### src/rtl/clk_period_meter.sv
// clk_period_meter: measures span and high time of N periods of an asynchronous
// divided clock, in clk cycles, with saturating counters and timeout/overflow error.
module clk_period_meter #(
    parameter int CNT_W       = 16,
    parameter int SYNC_STAGES = 2
) (
    input  logic             clk,
    input  logic             rst_n,
    input  logic             sig_in,
    input  logic             start,
    input  logic [3:0]       num_periods,
    output logic             busy,
    output logic             valid,
    output logic [CNT_W-1:0] period_cnt,
    output logic [CNT_W-1:0] high_cnt,
    output logic             err
);
    localparam logic [CNT_W-1:0] MAX    = '1;
    localparam logic [CNT_W-1:0] ONE    = 1;
    localparam logic [CNT_W-1:0] MAX_M1 = MAX - ONE;

    typedef enum logic [1:0] {IDLE, WAIT_EDGE, MEASURE, DONE} state_t;

    state_t                 state, state_nx;
    logic [SYNC_STAGES-1:0] sync;
    logic                   s, s_d, rise;
    logic [3:0]             n, n_nx, seen, seen_nx;
    logic [CNT_W-1:0]       cnt, cnt_nx, cnt_inc, hi, hi_nx, hi_s, period_nx, high_nx;
    logic                   err_nx;

    assign s       = sync[SYNC_STAGES-1];
    assign rise    = s & ~s_d;
    assign cnt_inc = (cnt == MAX) ? cnt : cnt + ONE;
    assign hi_s    = (s && hi != MAX) ? hi + ONE : hi;
    assign busy    = state != IDLE;
    assign valid   = state == DONE;

    always_ff @(posedge clk or negedge rst_n) begin
        if (!rst_n) begin
            state      <= IDLE;
            sync       <= '0;
            s_d        <= 1'b0;
            n          <= '0;
            seen       <= '0;
            cnt        <= '0;
            hi         <= '0;
            period_cnt <= '0;
            high_cnt   <= '0;
            err        <= 1'b0;
        end else begin
            state      <= state_nx;
            sync       <= {sync[SYNC_STAGES-2:0], sig_in};
            s_d        <= s;
            n          <= n_nx;
            seen       <= seen_nx;
            cnt        <= cnt_nx;
            hi         <= hi_nx;
            period_cnt <= period_nx;
            high_cnt   <= high_nx;
            err        <= err_nx;
        end
    end

    always_comb begin
        state_nx  = state;
        n_nx      = n;
        seen_nx   = seen;
        cnt_nx    = cnt;
        hi_nx     = hi;
        period_nx = period_cnt;
        high_nx   = high_cnt;
        err_nx    = err;
        case (state)
            IDLE: if (start) begin
                state_nx = WAIT_EDGE;
                n_nx     = (num_periods == 4'd0) ? 4'd1 : num_periods;
                cnt_nx   = '0;
            end
            WAIT_EDGE: begin
                cnt_nx = cnt_inc;
                if (rise) begin
                    state_nx = MEASURE;
                    cnt_nx   = '0;
                    hi_nx    = '0;
                    seen_nx  = '0;
                end else if (cnt == MAX_M1) begin
                    state_nx  = DONE;
                    err_nx    = 1'b1;
                    period_nx = MAX;
                    high_nx   = '0;
                end
            end
            MEASURE: begin
                cnt_nx  = cnt_inc;
                hi_nx   = hi_s;
                seen_nx = rise ? seen + 4'd1 : seen;
                // completion wins over overflow when both land on the same cycle
                if (rise && seen + 4'd1 == n) begin
                    state_nx  = DONE;
                    period_nx = cnt_inc;
                    high_nx   = hi_s;
                    err_nx    = 1'b0;
                end else if (cnt == MAX_M1) begin
                    state_nx  = DONE;
                    err_nx    = 1'b1;
                    period_nx = MAX;
                    high_nx   = hi_s;
                end
            end
            default: state_nx = IDLE;
        endcase
    end
endmodule

### config.mk
export PLATFORM = sky130hd
export DESIGN_NAME = clk_period_meter
export DESIGN_NICKNAME = d
export VERILOG_FILES = /design/src/rtl/clk_period_meter.sv
export SDC_FILE = /design/constraint.sdc
export NUM_CORES = 1
export LEC_CHECK = 0
export CAP_MARGIN = 20
export CORE_UTILIZATION = 31
export DETAILED_ROUTE_END_ITERATION = 8
export PLACE_DENSITY = 0.46
export SKIP_LAST_GASP = 1
export SLEW_MARGIN = 30
export SYNTH_ARGS = -nofsm -noshare
export SYNTH_HDL_FRONTEND = slang
export SYNTH_SLANG_ARGS = --single-unit
### constraint.sdc
create_clock -name clk -period 2.17 [get_ports clk]
set_clock_uncertainty 0.1 [all_clocks]
set_input_delay 0.217 -clock clk [delete_from_list [all_inputs] [get_ports clk]]
set_output_delay 0.217 -clock clk [all_outputs]
set_load 0.01 [all_outputs]
==> out/results.txt <==
Each instance of the synthesized netlist takes up on average 8.887 µm². TritonCTS built the clock tree. After detailed routing, the met3 layer carries 401 µm of wire. Once detail routing completed, the nets flagged for antenna violations numbered 0. Cell area after technology mapping: 4577 µm². The area of the die came out at 15,250 µm². In this run the critical register-to-register path is launched from hi[0].

For the worst setup path, the data required time is 2.29 ns. Across the run, the number of max-cap violations was 0. In this run the count of I/O pins placed on the die edge is 43.

For the max-slew violation count, the log shows 0. The run gives -0.01612 ns as the worst setup timing slack at the placement stage. Most used flip-flop cell after synthesis: dfrtp_1. The run gives 5583 µm² as the placed cell area. The tools report the sum of routed wire segments on met1 as 5.377 mm.

At the end of routability-driven placement, the weighted congestion stood at 0.8642. The tools report the H-tree depth as 3. The worst setup slack after layout is 0.09145 ns.

Measured against its own limit, the worst slew margin works out to 72.31%. The number of port buffers came out at 42. Setup repair after global routing could not meet its margin everywhere. Entering global routing, the biggest net connects 52 pins.

The count of state elements after synthesis is 78. In the post-synthesis netlist, the biggest area contributors are dfrtp_1 (43%), o21ai_0 (7.0%), nand2_1 (5.1%), nor2_1 (3.2%), a21oi_1 (3.2%). The logs give 1.809 mW for the net switching component of the power and 481.1 MHz for the fmax. The total length of routed met2 wires is 6.553 mm, and the clock period minus final worst setup slack is 2.079 ns. Net switching is 32.95% of the power.

In this run the worst path has a maximum fanout of 5. Clock tree synthesis selected as its root buffer the cell clkbuf_16. The net count of the mapped netlist came out at 531.

The violation count after the first detailed-routing iteration is 150, and the effective utilization at floorplan is 31.61%. The HPWL reported at the end of detailed placement is 8.945 mm, and the post-route DRC violation count is 0. In this run the core area contains 44 standard-cell rows. The post-route standard cell area excluding fillers was 6077 µm²; the combined global-route utilization of all metal layers was 17.76%.

The post-route clock period utilization works out to 95.79%. The clock drives 78 sinks. Cells fill 41.97% of the core in the end. The worst setup path is of the flip-flop to flip-flop kind. The class of the tightest hold or removal check was input port to async pin. The tools report the remaining global-route overflow as 0. Synthesis produced 515 cells. On the final layout, the worst hold slack is 0.2457 ns. The maximum buffer depth of the clock tree is 2, and the average routed wire per standard cell is 15.69 µm.

In this run the worst setup path begins at hi[0]. The flow ran to the end, and the final reports show no timing, DRC or antenna violations. The power share of the combinational group is 38.5%, and the clock latency on the worst-skew pair is 0.35 ns. Yosys printed 0 warnings. The first global-routing pass estimated 20.40 mm of wire.

The number of hold-slack violations in the final timing report was 0; the post-synthesis to final-layout area growth was 32.78%. For this run, the post-layout net count is 622. Via count of the first global-routing pass: 4,056.

The biggest area contributor in the post-synthesis netlist is dfrtp_1. Clock-pin slew was measured on the worst setup and hold paths at 0.05 ns. The average via count per standard cell came out at 5.186.

The first-pass iteration count of the detailed router was 4; the die span in y was 123.5 µm. The share of synthesized registers carrying an async set or reset is 100.0%, and the worst IR drop on VDD is 0.5238 mV. STA classifies the critical path startpoint as a flip-flop. Wires add up to 12.47 mm. The share of synthesized area in the top cell type comes to 42.65%. The run gives 0 as the initial antenna violation count. Share of cells above drive strength 1: 21.28%.

The horizontal die dimension is 123.5 µm. For the leakage power of the design, the log shows 2.469 nW. For the total internal power, the log shows 3.680 mW.

The highest metal layer carrying signal wires in the routed design is met4. The critical path endpoint category was a flip-flop. The synthesized design contains 0 enable-type register cells.

Data arrives at the worst endpoint at 2.20 ns. The logs give 74 for the count of distinct cell types in the synthesized netlist and 42.65% for the register area share after synthesis. In this run the power density over the cells is 903.1 nW/µm². The portion of total power attributed to sequential cells is 33.2%. Across all layers, the routed design uses 4,123 vias. In this run, the clock network consumes 28.3% of the power.

The total CTS buffers was 9; the core footprint was 14,480 µm². For the pin with the worst max-slew slack, the measured transition is 0.4119 ns. The filler cells instantiated in the layout total 1,461. Final antenna diode count: 0. Setup violations remaining at the end of the flow were counted as 0.
[logic make-up after synthesis]
family,count (synthesis),share of synthesized area (%)
DFF,78,42.65
xor gates and xnor gates,21,4.511
and+or+nand+nor,206,23.51
muxes,7,1.668
AOI/OAI and AO/OA,144,19.98
buffers and inverters,51,5.494
adders and majority gates,8,2.187
[cells in the mapped netlist (all sizes together) (8+ instances only)]
master,instances
clkbuf,21
nor4,12
nor3,17
nand2,62
ha,8
or3,8
nand4,11
xnor2,16
nand3,21
o21ai,67
a21oi,37
inv,16
dfrtp,78
buf,13
nor2,40
[layout by cell type, fill, tap and decap left out, types with 6 or more instances in the layout]
cell type	synthesis	layout
o21a_1	7	7
clkbuf_16	0	9
nand2_1	62	62
nand4_1	9	9
clkdlybuf4s50_1	0	40
dfrtp_1	78	77
a21oi_1	29	29
nor2_1	39	39
buf_4	3	65
and3_1	6	6
nor3_1	17	17
nor4_1	9	8
nand3_1	21	20
inv_1	16	15
xnor2_1	15	14
o21ai_0	64	64
a21oi_2	8	8
or3_1	6	6
[state kept, by name, summed over array words and instances (netlist names), 2 cells and up]
register and cells:
sync 2, seen 4, high_cnt 16, n 4, state 2, cnt 16
period_cnt 16, hi 16
[power by group through the flow]
| stage | Clock, mW | Combinational (mW) | Sequential (mW) |
|---|---|---|---|
| global route | 1.67 | 2.33 | 1.86 |
| finish | 1.55 | 2.11 | 1.82 |
| CTS | 1.62 | 2.05 | 1.81 |
| detailed placement | 0 | 2.02 | 1.83 |
| global placement | 0 | 2.00 | 1.83 |
| floorplan | 0 | 0.941 | 1.89 |
[timing repair]
item / 4_1_cts / 5_1_grt
cloned: 1 / 0
pin swaps: 2 / 3
resized for setup: 5 / 18
setup buffers: 2 / 3
endpoints found under the hold margin: 27 / 0
hold buffers: 1 / 0
endpoints found under the setup margin: 19 / 43
[stage by stage]
step,std cells,power (mW),TNS (ns)
2_1_floorplan,515,2.833,0
6_report,795,5.488,0
5_1_grt,795,5.851,-0.3536
4_1_cts,793,5.484,0
3_3_place_gp,773,3.832,0
3_5_place_dp,773,3.847,-0.04222
[routing by layer]
metal / track usage [%] / up-vias
met4: 4.970 / 0
met2: 31.63 / 59
met1: 20.98 / 2030
met3: 4.474 / 10
li1: - / 2024
met5: 0 / -
[final timing paths]
path                                 to  slack, ns  depth (start not counted)
setup / recovery           high_cnt[15]       0.09                          6
hold / removal              high_cnt[5]       0.25                          2
setup reg to reg           high_cnt[15]       0.09                          6
hold reg to reg                 sync[1]       0.25                          0
max in group asynchronous        cnt[1]       1.09                          3
min in group clk                sync[1]       0.25                          0
[worst max-delay path: stages (launching register included)]
cell	delay, ns
dfrtp_1	0.42
ha_4	0.20
and4_1	0.22
a2111o_1	0.47
o21a_1	0.20
o21ai_0	0.24
o21ai_0	0.11
[final cells by class]
| cell class | count | area [µm²] | share of cell area, % |
|---|---|---|---|
| multi-input cells | 386 | 2485 | 40.89 |
| flip-flops and latches | 78 | 1953 | 32.14 |
| repair buffers | 114 | 1042 | 17.15 |
| clock buffers | 13 | 260.3 | 4.282 |
| well taps | 184 | 230.2 | 3.788 |
| inverters | 17 | 63.81 | 1.050 |
| clock inverters | 3 | 42.54 | 0.7000 |
No activity file was read; power rests on OpenSTA's default activity.
